<file path="src/rtl/stream_mux_pkg.sv">
// Shared types, mode encodings and the round-robin pick helper for the stream_mux_rr family.
// Supports up to 32 channels; callers zero-extend their request and pointer vectors.
package stream_mux_pkg;

    localparam logic MODE_SEL = 1'b0;
    localparam logic MODE_RR  = 1'b1;
    localparam int   MAX_CH   = 32;

    typedef enum logic {
        LK_IDLE,
        LK_LOCKED
    } lock_state_t;

    // Scans ptr+1, ptr+2, ... (mod nCh) and returns the first valid channel as a one-hot vector.
    function automatic logic [MAX_CH-1:0] rr_pick(
        input logic [MAX_CH-1:0] valid,
        input logic [4:0]        ptr,
        input int                nCh
    );
        logic [MAX_CH-1:0] gnt;
        logic              found;
        int                idx;
        gnt   = '0;
        found = 1'b0;
        for (int i = 1; i <= MAX_CH; i++) begin
            idx = (int'(ptr) + i) % nCh;
            if ((i <= nCh) && !found && valid[idx[4:0]]) begin
                gnt[idx[4:0]] = 1'b1;
                found         = 1'b1;
            end
        end
        return gnt;
    endfunction

endpackage

</file>
<file path="src/rtl/rr_arbiter.sv">
// Combinational round-robin arbiter: one-hot grant plus encoded index, starting after ptr.
// Holds no state; the pointer lives in the instantiating module.
module rr_arbiter
    import stream_mux_pkg::*;
#(
    parameter  int N_CH  = 8,
    localparam int SEL_W = $clog2(N_CH)
) (
    input  logic [N_CH-1:0]  req,
    input  logic [SEL_W-1:0] ptr,
    output logic [N_CH-1:0]  gnt,
    output logic [SEL_W-1:0] gnt_idx
);

    logic [MAX_CH-1:0] reqWide;
    logic [MAX_CH-1:0] gntWide;

    always_comb begin
        reqWide = MAX_CH'(req);
        gntWide = rr_pick(reqWide, 5'(ptr), N_CH);
        gnt     = gntWide[N_CH-1:0];
        gnt_idx = '0;
        for (int i = 0; i < MAX_CH; i++) begin
            if (gntWide[i]) begin
                gnt_idx = SEL_W'(i);
            end
        end
    end

endmodule

</file>
<file path="src/rtl/stream_mux_rr.sv">
// N-channel valid/ready stream mux with external-select or round-robin arbitration and a registered output.
// Define STREAM_MUX_PKT_LOCK_EN to hold the grant on one channel until the end of its packet.
module stream_mux_rr
    import stream_mux_pkg::*;
#(
    parameter  int N_CH   = 8,
    parameter  int DATA_W = 32,
    localparam int SEL_W  = $clog2(N_CH)
) (
    input  logic                     clk,
    input  logic                     rst,
    input  logic                     mode,
    input  logic [SEL_W-1:0]         sel,
    input  logic [N_CH-1:0]          in_valid,
    output logic [N_CH-1:0]          in_ready,
    input  logic [N_CH*DATA_W-1:0]   in_data,
    input  logic [N_CH-1:0]          in_last,
    output logic                     out_valid,
    input  logic                     out_ready,
    output logic [DATA_W-1:0]        out_data,
    output logic                     out_last,
    output logic [SEL_W-1:0]         out_chan
);

    logic              outValid_q, outValid_d;
    logic [DATA_W-1:0] outData_q,  outData_d;
    logic              outLast_q,  outLast_d;
    logic [SEL_W-1:0]  outChan_q,  outChan_d;
    logic [SEL_W-1:0]  rrPtr_q,    rrPtr_d;

    logic              canLoad;
    logic              xfer;
    logic [N_CH-1:0]   selGnt;
    logic [N_CH-1:0]   rrGnt;
    logic [N_CH-1:0]   grant;
    logic [SEL_W-1:0]  rrIdx;
    logic [SEL_W-1:0]  grantIdx;
    logic [DATA_W-1:0] muxData;
    logic              muxLast;

`ifdef STREAM_MUX_PKT_LOCK_EN
    lock_state_t       lockState_q, lockState_d;
    logic [SEL_W-1:0]  lockCh_q,    lockCh_d;
`endif

    rr_arbiter #(
        .N_CH (N_CH)
    ) u_arb (
        .req     (in_valid),
        .ptr     (rrPtr_q),
        .gnt     (rrGnt),
        .gnt_idx (rrIdx)
    );

    // An out-of-range sel matches no channel, so it can never produce a grant.
    always_comb begin
        selGnt = '0;
        for (int i = 0; i < N_CH; i++) begin
            if (sel == SEL_W'(i)) begin
                selGnt[i] = in_valid[i];
            end
        end
    end

    always_comb begin
        grant    = '0;
        grantIdx = '0;
`ifdef STREAM_MUX_PKT_LOCK_EN
        if (lockState_q == LK_LOCKED) begin
            grant[lockCh_q] = in_valid[lockCh_q];
            grantIdx        = lockCh_q;
        end else
`endif
        if (mode == MODE_RR) begin
            grant    = rrGnt;
            grantIdx = rrIdx;
        end else begin
            grant    = selGnt;
            grantIdx = sel;
        end
    end

    always_comb begin
        canLoad  = !outValid_q || out_ready;
        in_ready = (canLoad && !rst) ? grant : '0;
        xfer     = |(in_valid & in_ready);
        muxData  = '0;
        muxLast  = 1'b0;
        for (int i = 0; i < N_CH; i++) begin
            if (grantIdx == SEL_W'(i)) begin
                muxData = in_data[i*DATA_W +: DATA_W];
                muxLast = in_last[i];
            end
        end
    end

    always_comb begin
        outValid_d = outValid_q;
        outData_d  = outData_q;
        outLast_d  = outLast_q;
        outChan_d  = outChan_q;
        rrPtr_d    = rrPtr_q;
        if (canLoad) begin
            outValid_d = xfer;
            if (xfer) begin
                outData_d = muxData;
                outLast_d = muxLast;
                outChan_d = grantIdx;
                rrPtr_d   = grantIdx;
            end
        end
    end

    // Pointer starts at the last channel so channel 0 wins the first round-robin pick.
    always_ff @(posedge clk) begin
        if (rst) begin
            outValid_q <= 1'b0;
            outData_q  <= '0;
            outLast_q  <= 1'b0;
            outChan_q  <= '0;
            rrPtr_q    <= SEL_W'(N_CH - 1);
        end else begin
            outValid_q <= outValid_d;
            outData_q  <= outData_d;
            outLast_q  <= outLast_d;
            outChan_q  <= outChan_d;
            rrPtr_q    <= rrPtr_d;
        end
    end

`ifdef STREAM_MUX_PKT_LOCK_EN
    always_ff @(posedge clk) begin
        if (rst) begin
            lockState_q <= LK_IDLE;
            lockCh_q    <= '0;
        end else begin
            lockState_q <= lockState_d;
            lockCh_q    <= lockCh_d;
        end
    end

    always_comb begin
        lockState_d = lockState_q;
        lockCh_d    = lockCh_q;
        case (lockState_q)
            LK_IDLE: begin
                if (xfer && !muxLast) begin
                    lockState_d = LK_LOCKED;
                    lockCh_d    = grantIdx;
                end
            end
            LK_LOCKED: begin
                if (xfer && muxLast) begin
                    lockState_d = LK_IDLE;
                end
            end
            default: lockState_d = LK_IDLE;
        endcase
    end
`endif

    assign out_valid = outValid_q;
    assign out_data  = outData_q;
    assign out_last  = outLast_q;
    assign out_chan  = outChan_q;

endmodule

</file>
<file path="config.mk">
export PLATFORM = sky130hd
export DESIGN_NAME = stream_mux_rr
export DESIGN_NICKNAME = d
export VERILOG_FILES = /design/src/rtl/stream_mux_pkg.sv /design/src/rtl/rr_arbiter.sv /design/src/rtl/stream_mux_rr.sv
export SDC_FILE = /design/constraint.sdc
export NUM_CORES = 1
export LEC_CHECK = 0
export ABC_AREA = 0
export BUFFER_PORTS_ARGS = -buffer_cell sky130_fd_sc_hd__buf_4
export CELL_PAD_IN_SITES_DETAIL_PLACEMENT = 1
export CELL_PAD_IN_SITES_GLOBAL_PLACEMENT = 1
export CORE_ASPECT_RATIO = 1.5
export CORE_MARGIN = 2
export CORE_UTILIZATION = 30
export CTS_CLUSTER_SIZE = 40
export DETAILED_ROUTE_END_ITERATION = 8
export PLACE_DENSITY = 0.89
export SKIP_LAST_GASP = 1
export SLEW_MARGIN = 5
export SYNTH_ARGS = -nofsm -noshare
export SYNTH_HDL_FRONTEND = slang
export SYNTH_SLANG_ARGS = --single-unit
</file>
<file path="constraint.sdc">
create_clock -name clk -period 6.1 [get_ports clk]
set_clock_uncertainty 0.05 [all_clocks]
set_input_delay 0 -clock clk [delete_from_list [all_inputs] [get_ports clk]]
set_output_delay 0 -clock clk [all_outputs]
set_load 0.01 [all_outputs]
</file>
### Yosys cells after proc, flatten, opt, wreduce, memory -nomap -nowiden

Cells that the tools add are included.

| cells by class | value |
|---|---|
| add/sub/neg operators | 8 |
| $lt $le $gt $ge | 16 |
| eq/ne operators | 14 |
| muxes and demuxes | 105 |
| bitwise logic cells | 16 |
| reductions and logical operators | 38 |

Operators with widths:

| cell | number |
|---|---|
| $mux W32 | 16 |
| $or A32 B32 Y32 | 7 |
| $mux W3 | 29 |
| $lt A5 B6 Y1 const B | 8 |
| $ge A5 B1 Y1 const B | 8 |
| $mux W1 | 40 |
| $bmux W1 S4 | 8 |
| $demux W1 S4 | 8 |
| $eq A3 B3 Y1 const B | 8 |
| $reduce_or A3 Y1 | 8 |
| $logic_and A1 B1 Y1 | 16 |
| $mux W8 | 2 |
| $add A3 B3 Y3 const B | 4 |
| $eq A3 B2 Y1 const B | 4 |
| $logic_not A1 Y1 | 9 |
| $and A1 B1 Y1 const A | 8 |
| $and A8 B8 Y8 | 1 |
| $reduce_or A8 Y1 | 1 |
| $add A3 B1 Y3 const B | 2 |
| $add A3 B2 Y3 const B | 2 |
| $eq A3 B1 Y1 const B | 2 |
| $logic_not A3 Y1 | 2 |
| $mux W2 | 2 |
| $reduce_and A2 Y1 | 1 |
| $logic_or A1 B1 Y1 | 1 |

| word-level totals | value |
|---|---|
| register bits after elaboration | 40 |
| bits of input ports | 279 |
| output and inout bits | 45 |

### Depth between registers and ports, before layout

Gate-level depths: netlist of run 1.

| depth | value |
|---|---|
| depth after elaboration | 68 |
| mapped depth | 20 |
| mapped depth without buffers | 13 |

### Cells and area by module

A second synthesis of run 1 with hierarchy kept.

| second synthesis, totals | value |
|---|---|
| cell total of the unflattened synthesis | 718 |
| area total of the unflattened synthesis | 5,440.2 um^2 |

Modules (own cells, without submodules):

| module | times used | cells an instance | area each (um^2) | sequential area each (um^2) |
|---|---|---|---|---|
| stream_mux_rr | 1 | 603 | 4,479.3 | 800.8 |
| rr_arbiter | 1 | 115 | 960.9 | 0.0 |

### Worst setup path before layout of run 1

OpenSTA, ideal clock, no wires.

| timing path | value |
|---|---|
| kind | reg2reg |
| start point | register rrPtr_q[0] |
| end point | register rrPtr_q[2] |
| setup time | 0.124 ns |
| arrival | 4.442 ns |
| path slack | 1.483 ns |
| cell stages (with the launch flop) | 20 |
| buffers on the path | 7 |
| period minus slack after synthesis | 4.617 ns |
| cells stage by stage | dfxtp_1 -> buf_2 -> inv_1 -> buf_1 -> ha_1 -> buf_6 -> clkbuf_1 -> mux4_2 -> nor2b_1 -> and4_1 -> a221oi_1 -> o211ai_1 -> o221a_2 -> a221o_1 -> or4_1 -> buf_2 -> buf_6 -> buf_6 -> a21oi_1 -> o21ai_0 |

RTL lines:

| what | line | text |
|---|---|---|
| from (decl) | stream_mux_rr.sv:29 | `logic [SEL_W-1:0] rrPtr_q, rrPtr_d;` |
| from (signal assigned) | stream_mux_rr.sv:121 | `rrPtr_q <= SEL_W'(N_CH - 1);` |
| from (signal assigned) | stream_mux_rr.sv:127 | `rrPtr_q <= rrPtr_d;` |
| parallel branches: the longest is 26 deep, another holds $lt A5 B6 Y1 | -- |  |
| $mux W32 * | stream_mux_pkg.sv:27 | `if ((i <= nCh) && !found && valid[idx[4:0]]) begin` |
| $mux W8 * | stream_mux_rr.sv:74 | `if (mode == MODE_RR) begin` |
| $mux W8 * | stream_mux_rr.sv:85 | `in_ready = (canLoad && !rst) ? grant : '0;` |
| named net in_ready[1] | stream_mux_rr.sv:15 | `output logic [N_CH-1:0] in_ready,` |
| $and A8 B8 Y8 * | stream_mux_rr.sv:86 | `xfer = \|(in_valid & in_ready);` |
| $reduce_or A8 Y1 * | stream_mux_rr.sv:86 |  |
| $reduce_and A2 Y1 (no line) * | -- |  |

Mark *: on every way through the listed nets, which the timed path passes. The select of a mux whose other input is x is not followed.
A chain may end at the register's enable or synchronous reset.

### Worst setup path in the final report of run 1

| timing path | value |
|---|---|
| start point | register rrPtr_q[1] |
| end point | register outData_q[15], in the netlist out_data[15] |

| on the way | value |
|---|---|
| cells in the longest elaborated chain, start to end | 68 |

Ends and longest elaborated chain:

| what | line | text |
|---|---|---|
| parallel branches: the longest is 26 deep, another holds $lt A5 B6 Y1 | -- |  |
| $mux W32 * | stream_mux_pkg.sv:27 |  |
| $mux W1 | rr_arbiter.sv:24 | `if (gntWide[i]) begin` |
| $mux W2 (2 in a row) | rr_arbiter.sv:24 |  |
| $mux W3 (28 in a row) | rr_arbiter.sv:24 |  |
| $mux W3 | stream_mux_rr.sv:74 |  |
| $logic_not A3 Y1 | stream_mux_rr.sv:90 | `if (grantIdx == SEL_W'(i)) begin` |
| $mux W32 (8 in a row) | stream_mux_rr.sv:90 |  |
| to (signal assigned) | stream_mux_rr.sv:124 | `outData_q <= outData_d;` |
| to (decl) | stream_mux_rr.sv:26 | `logic [DATA_W-1:0] outData_q, outData_d;` |

Every way passes the cells marked *. The select of a mux whose other input is x is not followed.

==> results_dict.tcl, run 1 <==
set metrics [dict create \
    ant_nets 0 \
    synth_fp_nets 998 \
    drive_gt1_frac 0.384 \
    power_frac_clock 0.055 \
    whs_endpoint "out_valid" \
    p_switching_uw 2630 \
    syn-cell-area_sq_mm 0.00544 \
    cts_buffers 5 \
    coreArea_sq_mm 0.0179 \
    routed_wl_microns 31400 \
    synth_top_cell_by_area "mux2i_1" \
    swShare 0.543 \
    synthTopCellsByArea "mux2i_1, dfxtp_1, a21oi_1, mux4_2, o32ai_1" \
    holdWs_ps 65.1 \
    p_leak_uw 0.00398 \
    synth_commonest_cells "mux2i_1, inv_1, a21oi_1" \
    synth_top_family_by_area "compound AO/OA/AOI/OAI gates" \
    p_int_uw 2210 \
    drt_iter0_markers 402 \
    root_buffer "clkbuf_16" \
    ys_async_sr_fraction 0 \
    status "complete, no violations" \
    finalHoldViolations 0 \
    synthXorXnorAreaFrac 0.00644 \
    path_max_fanout 30 \
    drt_first_pass_iters 5 \
    start_kind "flip-flop" \
    tritoncts "done" \
    drc_errors 0 \
    fmax_ghz 0.178 \
    power_density_mw_per_mm2 570 \
    setup_ws_ps 495 \
    synthFlopType "dfxtp_1" \
    tns_ps 0 \
    max-slew-margin-rel 0.440 \
    dieWidth_microns 114 \
    grt_setup_unrepaired "false" \
    routedWlPerCell_microns 25.2 \
    hp-class "primary input to flip-flop" \
    combPwrFrac 0.851 \
    rr_endpoint "out_data[15]" \
    syn_to_final_growth_pct 56.2 \
    core.rowCount 60 \
    fin_crit_sh 0.919 \
    first_global_vias 8149 \
    setup_viol_count_final 0 \
    synthDistinctLibCells 68 \
    gr-total-overflow 0 \
    crit_type "flip-flop to flip-flop" \
    die_h_microns 169 \
    cap_violations 0 \
    place_congestion 0.980 \
    clk_latency_ps 290 \
    nets 1312 \
    drv_slew 0 \
    synth_compound_area_frac 0.319 \
    antenna_found_initial 1 \
    worstPathRequired_ps 6210 \
    critical_path_arrival_ps 5710 \
    yosys_warnings 0 \
    ys_seq_area_frac 0.147 \
    yosys.area_share.simple 0.132 \
    grt_pass1_wl_microns 46700 \
    ys_ff_latch 40 \
    reg2reg_setup_slack_ps 500 \
    dieArea_sq_mm 0.0192 \
    irDropWorstVdd_v 0.000261 \
    reg2reg_depth 16 \
    min_from "out_ready" \
    synth_top_area_frac 0.197 \
    port_buffers 323 \
    grt_max_degree 49 \
    io_pins 324 \
    synthCells 713 \
    start_util 0.304 \
    layout_min_cycle_time_ps 5600 \
    yosysMostFrequentCell "mux2i_1" \
    synthMuxAreaShare 0.270 \
    via_per_inst 6.00 \
    hold_depth 4 \
    avgSynthCellArea_sq_um 7.62 \
    num_vias 7466 \
    clkTransAtPathRegs_ps 70 \
    cts_max_path_buffers 2 \
    synth_edf_count 0 \
    rr_startpoint "rrPtr_q[1]" \
    cts_max_level 2 \
    dp_slack_ps 484 \
    yosys.area_share.adder 0.0138 \
    post-dp-hpwl_microns 23500 \
    seqPwrFrac 0.095 \
    end_kind "flip-flop" \
    track_usage 0.314 \
    tightest_slew_ps 835 \
    numClockSinks 40 \
]
==> repair_timing <==
| item | 4_1_cts | 5_1_grt |
|---|---|---|
| resized for setup | 0 | 1 |
| endpoints found under the hold margin | 28 | 0 |
| buffers inserted | 0 | 0 |
| setup endpoints to repair | 0 | 1 |
| hold buffers | 28 | 0 |
==> metal layers <==
metal	share of wire	track usage	up-vias	routed length, microns
li1	-	-	3341	-
met1	0.36	0.338	3653	11300
met2	0.54	0.587	384	16800
met3	0.058	0.0530	88	1830
met4	0.048	0.147	0	1510
met5	0	0	-	0
==> critical path, stage by stage (launching register included) <==
cell and delay [ps]:
dfxtp_1 630, inv_1 190, ha_1 370, buf_4 290
mux2i_1 150, mux4_2 470, a32oi_1 360, nor3_1 110
buf_4 170, a32oi_1 430, nor2b_1 190, a21oi_1 120
a221o_1 360, or4_2 1010, buf_12 300, o21ai_0 140
o32ai_1 120
==> worst max-delay path by stage <==
stage                   endpoint        from  slack, ps  cells past startpoint
floorplan             rrPtr_q[2]  rrPtr_q[0]       1480                     19
global placement    out_data[19]  rrPtr_q[1]        480                     13
detailed placement  out_data[23]  rrPtr_q[1]        480                     12
CTS                 out_data[23]  rrPtr_q[1]        450                     12
global route            out_last  rrPtr_q[1]        160                     17
finish              out_data[15]  rrPtr_q[1]        500                     16
==> power groups by stage <==
stage	clock network [uW]	logic, uW	registers [uW]
floorplan	0	2650	471
global placement	0	3900	454
detailed placement	0	3970	460
CTS	266	3990	455
global route	278	4360	469
finish	264	4120	458
==> metrics by stage <==
| stage | power, uW | cell area, sq um | std cells | util |
|---|---|---|---|---|
| finish | 4840 | 8490 | 1245 | 0.475 |
| global route | 5110 | 8490 | 1245 | 0.475 |
| CTS | 4710 | 8490 | 1244 | 0.475 |
| detailed placement | 4430 | 8070 | 1209 | 0.452 |
| global placement | 4360 | 8070 | 1209 | 0.452 |
| floorplan | 3120 | 5440 | 713 | - |
==> placed cells by master, fill, tap and decap left out, types with 3 or more instances in the layout <==
cell type / synthesis / routed
a211o_1: 3 / 3
a211oi_1: 5 / 5
a21oi_1: 56 / 56
a221o_1: 3 / 3
a22o_1: 4 / 4
a22oi_1: 28 / 28
a31o_2: 3 / 3
a31oi_1: 6 / 5
a32o_1: 4 / 4
a32oi_1: 4 / 4
and2_1: 11 / 11
buf_12: 0 / 6
buf_4: 5 / 345
clkbuf_16: 0 / 5
dfxtp_1: 40 / 40
dlygate4sd3_1: 0 / 28
ha_1: 6 / 6
inv_1: 64 / 64
mux2_2: 11 / 11
mux2i_1: 107 / 106
mux4_2: 12 / 12
nand2_1: 33 / 33
nand2b_1: 3 / 3
nand3_1: 22 / 22
nand4_1: 5 / 5
nor2_1: 22 / 22
nor2b_1: 9 / 9
nor3_1: 8 / 8
nor3b_1: 3 / 3
nor4_1: 6 / 6
o211ai_1: 3 / 3
o21a_1: 3 / 3
o21ai_0: 48 / 48
o21ai_1: 3 / 3
o22ai_1: 35 / 35
o31ai_1: 3 / 3
o32ai_1: 28 / 28
==> sequential cells by signal, indices dropped and copies added (netlist names) <==
signal,count
out_chan,3
out_data,32
out_last,1
out_valid,1
rrPtr_q,3
==> kinds of logic (layout without fill, tap and decap cells) <==
kind of cell | Yosys count | in the layout
XOR/XNOR | 4 | 4
flip-flops | 40 | 40
other | 0 | 1
AO/OA/AOI/OAI | 259 | 259
multiplexers | 130 | 130
AND/OR/NAND/NOR | 138 | 138
adder cells (fa/ha/maj) | 6 | 6
buffers and inverters | 136 | 450
==> cell type report <==
type                            count  area [sq um]
Sequential cell                    40           801
Fill cell                        2187          9380
Inverter                           64           240
Timing Repair Buffer              379          2990
Tap cell                          217           272
Clock inverter                      1          5.00
Clock buffer                        6           129
Multi-Input combinational cell    537          4050
Antenna cell                        1          2.50
Power figures use the tool's default switching activity.
==> run 2: changes to the inputs <==
- PLACE_DENSITY: 0.89 -> unset
- PLACE_DENSITY_LB_ADDON: unset -> 0.08
==> results_dict.tcl, run 2 (synthesis results as in run 1) <==
set metrics [dict create \
    status "complete, no violations" \
    tightest_slew_ps 1030 \
    n_antenna_cell 0 \
    critical_path_arrival_ps 5650 \
    nets 1308 \
    worstPathRequired_ps 6210 \
    core.rowCount 60 \
    drive_gt1_frac 0.382 \
    cts_buffers 5 \
    tritoncts "done" \
    max-slew-margin-rel 0.295 \
    layout_min_cycle_time_ps 5550 \
    p_leak_uw 0.00396 \
    cts_max_level 2 \
    first_global_vias 7658 \
    io_pins 324 \
    place_congestion 1.00 \
    via_per_inst 5.75 \
    reg2reg_depth 13 \
    hold_depth 4 \
    rr_endpoint "out_data[13]" \
    cts_max_path_buffers 2 \
    clkTransAtPathRegs_ps 70 \
    clk_latency_ps 290 \
    setup_viol_count_final 0 \
    hp-class "primary input to flip-flop" \
    start_util 0.304 \
    routed_wl_microns 29700 \
    reg2reg_setup_slack_ps 550 \
    antenna_found_initial 0 \
    grt_max_degree 78 \
    numClockSinks 40 \
    drt_first_pass_iters 4 \
    min_from "out_ready" \
    layout_common_cells "buf_4, mux2i_1, inv_1" \
    track_usage 0.301 \
    routedWlPerCell_microns 24.0 \
    coreArea_sq_mm 0.0179 \
    fmax_ghz 0.180 \
    cts_setup_buffers 0 \
    start_kind "flip-flop" \
    drc_errors 0 \
    path_max_fanout 27 \
    dieWidth_microns 114 \
    rr_startpoint "rrPtr_q[2]" \
    drv_slew 0 \
    drt_iter0_markers 489 \
    largest_register_ffs 32 \
    grt_pass1_wl_microns 44300 \
    irDropWorstVdd_v 0.000279 \
    gr-total-overflow 0 \
    finalHoldViolations 0 \
    grt_setup_unrepaired "false" \
    n_fill_cell 2233 \
    num_vias 7134 \
    power_density_mw_per_mm2 551 \
    port_buffers 323 \
    tns_ps 0 \
    root_buffer "clkbuf_16" \
    crit_type "flip-flop to flip-flop" \
    final_common_cell "buf_4" \
    ant_nets 0 \
    post-dp-hpwl_microns 23800 \
    die_h_microns 169 \
    end_kind "flip-flop" \
    syn_to_final_growth_pct 55.4 \
    cap_violations 0 \
    holdWs_ps 7.74 \
    whs_endpoint "out_valid" \
    fin_crit_sh 0.910 \
    dieArea_sq_mm 0.0192 \
]
run 2: cell count changes in the layout (fill, tap and decap cells not counted), sizes merged:
cell	change
diode	-1
clkinv	+1
buf	-4
run 2: what timing repair did:
| action | in CTS | in global routing |
|---|---|---|
| endpoints found under the hold margin | 28 | 0 |
| endpoints found under the setup margin | 0 | 0 |
| hold buffers | 28 | 0 |
| gates resized for setup | 0 | 0 |
run 2: layout make-up:
| class | instances | area (sq um) | area share |
|---|---|---|---|
| sequential | 40 | 801 | 0.0948 |
| clock inverter | 2 | 10.0 | 0.00119 |
| multi-input combinational | 537 | 4050 | 0.479 |
| timing repair buffer | 375 | 2940 | 0.348 |
| inverter | 64 | 240 | 0.0284 |
| tap | 217 | 272 | 0.0321 |
| clock buffer | 6 | 139 | 0.0164 |
run 2: critical path: stages, from the launching register on:
cell and delay (ps):
dfxtp_1 340, inv_1 110, ha_1 450, mux4_2 600, mux2i_1 830, o31ai_1 230
a221oi_1 280, o211ai_1 220, nor4_1 610, a31oi_4 340, nor2_1 450, nand2_2 440
o21ai_0 330, o32ai_1 110
run 2: per-stage QoR:
| stage | setup slack (ps) | area [sq um] | total power [uW] | utilization | cells |
|---|---|---|---|---|---|
| floorplan | 1480 | 5440 | 3120 | - | 713 |
| global placement | 644 | 8020 | 4330 | 0.449 | 1205 |
| detailed placement | 688 | 8020 | 4320 | 0.449 | 1205 |
| CTS | 634 | 8450 | 4640 | 0.473 | 1241 |
| global route | 189 | 8450 | 4970 | 0.473 | 1241 |
| finish | 551 | 8450 | 4650 | 0.473 | 1241 |
run 2: report_power, final:
group / total [uW] / switching [uW] / internal [uW]
Sequential: 433 / 58.9 / 374
Combinational: 3940 / 2310 / 1630
Clock: 284 / 122 / 162
run 2: worst max-delay path by stage:
stage	start	to	slack, ps	cells after the start
final	rrPtr_q[2]	out_data[13]	550	13
after global routing	rrPtr_q[2]	out_data[13]	190	13
after CTS	rrPtr_q[2]	out_data[13]	630	14
after detailed placement	rrPtr_q[2]	out_data[13]	690	14
after global placement	rrPtr_q[2]	out_data[26]	640	13
after floorplan	rrPtr_q[0]	rrPtr_q[2]	1480	19
run 2: routing by layer:
layer	vias up	part of all wire	wire (microns)	GRT usage
li1	3323	-	-	-
met1	3454	0.36	10800	0.323
met2	284	0.54	16000	0.571
met3	73	0.050	1470	0.0473
met4	0	0.049	1470	0.135
met5	-	0	0	0
==> run 3: changes to the inputs <==
- RECOVER_POWER: unset -> 25
==> results_dict.tcl, run 3 (synthesis results as in run 1) <==
set metrics [dict create \
    cts_buffers 5 \
    gr-total-overflow 0 \
    nets 1308 \
    dp.cells 1205 \
    layout_min_cycle_time_ps 5480 \
    die_h_microns 169 \
    cts_resized 0 \
    critical_path_arrival_ps 5590 \
    dieArea_sq_mm 0.0192 \
    via_per_inst 5.78 \
    clk_latency_ps 290 \
    path_depth 14 \
    cp_num_buf_inv 2 \
    final_common_cell "buf_4" \
    grt_setup_unrepaired "false" \
    fmax_ghz 0.182 \
    largest_register_ffs 32 \
    dp_slack_ps 688 \
    tritoncts "done" \
    reg2reg_depth 14 \
    ant_nets 0 \
    holdWs_ps 9.16 \
    core.rowCount 60 \
    reg2reg_setup_slack_ps 620 \
    finalHoldViolations 0 \
    cp-startpoint "rrPtr_q[2]" \
    numClockSinks 40 \
    drt_first_pass_iters 4 \
    crit_type "flip-flop to flip-flop" \
    dieWidth_microns 114 \
    layout_common_cells "buf_4, mux2i_1, inv_1" \
    num_vias 7172 \
    coreArea_sq_mm 0.0179 \
    routedWlPerCell_microns 23.9 \
    n_antenna_cell 0 \
    io_pins 324 \
    tightest_slew_ps 1010 \
    routed_wl_microns 29700 \
    ctsHoldBuffers 28 \
    cts_max_level 2 \
    clkTransAtPathRegs_ps 70 \
    setup_viol_count_final 0 \
    status "complete, no violations" \
    end_kind "flip-flop" \
    syn_to_final_growth_pct 53.9 \
    rr_endpoint "out_data[13]" \
    hp-class "primary input to flip-flop" \
    n_fill_cell 2246 \
    worstPathCellList "inv_1 > ha_1 > mux4_2 > mux2i_1 > nand2_1 > nor4_1 > a221oi_2 > or4b_1 > o31ai_4 > buf_4 > nor2_1 > nand2_2 > o21ai_0 > o32ai_1" \
    cts_max_path_buffers 2 \
    setup_ws_ps 618 \
    start_kind "flip-flop" \
    post-dp-hpwl_microns 23800 \
    grt_pass1_wl_microns 44300 \
    drc_errors 0 \
    fin_crit_sh 0.899 \
    slowest_stage "mux2i_1" \
    tns_ps 0 \
    cp-endpoint "out_data[13]" \
    port_buffers 323 \
    track_usage 0.301 \
    drive_gt1_frac 0.361 \
    root_buffer "clkbuf_16" \
    start_util 0.304 \
    drt_iter0_markers 512 \
    worstPathRequired_ps 6210 \
    irDropWorstVdd_v 0.000277 \
    grt_max_degree 78 \
    cp_slowest_stage_delay_ps 820 \
    p_leak_uw 0.00387 \
    crit_family "simple AND/OR/NAND/NOR gates" \
    first_global_vias 7658 \
    power_density_mw_per_mm2 551 \
    antenna_found_initial 0 \
    cts_setup_buffers 0 \
    path_max_fanout 27 \
    cap_violations 0 \
    place_congestion 1.00 \
    drv_slew 0 \
    instances_no_fill 1241 \
    rr_startpoint "rrPtr_q[2]" \
    max-slew-margin-rel 0.304 \
]
[run 3: changes by cell type in the layout (fill, tap and decap cells not counted)]
cell and change:
buf_4 -21, clkbuf_1 +21
[run 3: metal layers]
metal | global-route usage | part of all wire
met1 | 0.323 | 0.36
met2 | 0.571 | 0.54
met3 | 0.0473 | 0.052
met4 | 0.135 | 0.046
met5 | 0 | 0
[run 3: worst min path at each step]
stage                      start     endpoint  slack, ps  depth (start not counted)
floorplan             in_last[7]     out_last        130                          2
global placement    in_data[136]  out_data[8]        230                          3
detailed placement  in_data[137]  out_data[9]        240                          3
CTS                    out_ready    out_valid          7                          4
global route           out_ready    out_valid         70                          4
finish                 out_ready    out_valid          9                          4
[run 3: report_power, final]
group          total [uW]  leakage [uW]  switching [uW]  internal [uW]
registers             432      0.000331            57.6            374
logic                3890       0.00346            2310           1590
clock network         284     0.0000766             122            162
[run 3: worst reg2reg max path, stage by stage, from the launching register on]
cell	delay, ps
dfxtp_1	340
inv_1	110
ha_1	450
mux4_2	600
mux2i_1	820
nand2_1	230
nor4_1	660
a221oi_2	210
or4b_1	300
o31ai_4	100
buf_4	240
nor2_1	350
nand2_2	430
o21ai_0	340
o32ai_1	110
[run 3: area by class of cell]
| cell class | count | area, sq um | share of cell area |
|---|---|---|---|
| Tap cell | 217 | 272 | 0.0325 |
| Sequential cell | 40 | 801 | 0.0957 |
| Clock inverter | 2 | 10.0 | 0.00120 |
| Inverter | 64 | 240 | 0.0287 |
| Multi-Input combinational cell | 537 | 4050 | 0.484 |
| Timing Repair Buffer | 375 | 2860 | 0.341 |
| Clock buffer | 6 | 139 | 0.0166 |
[run 3: through the flow]
step	util	power [uW]	instance area, sq um
floorplan	-	3120	5440
global placement	0.449	4330	8020
detailed placement	0.449	4320	8020
CTS	0.473	4640	8450
global route	0.468	4930	8370
finish	0.468	4610	8370
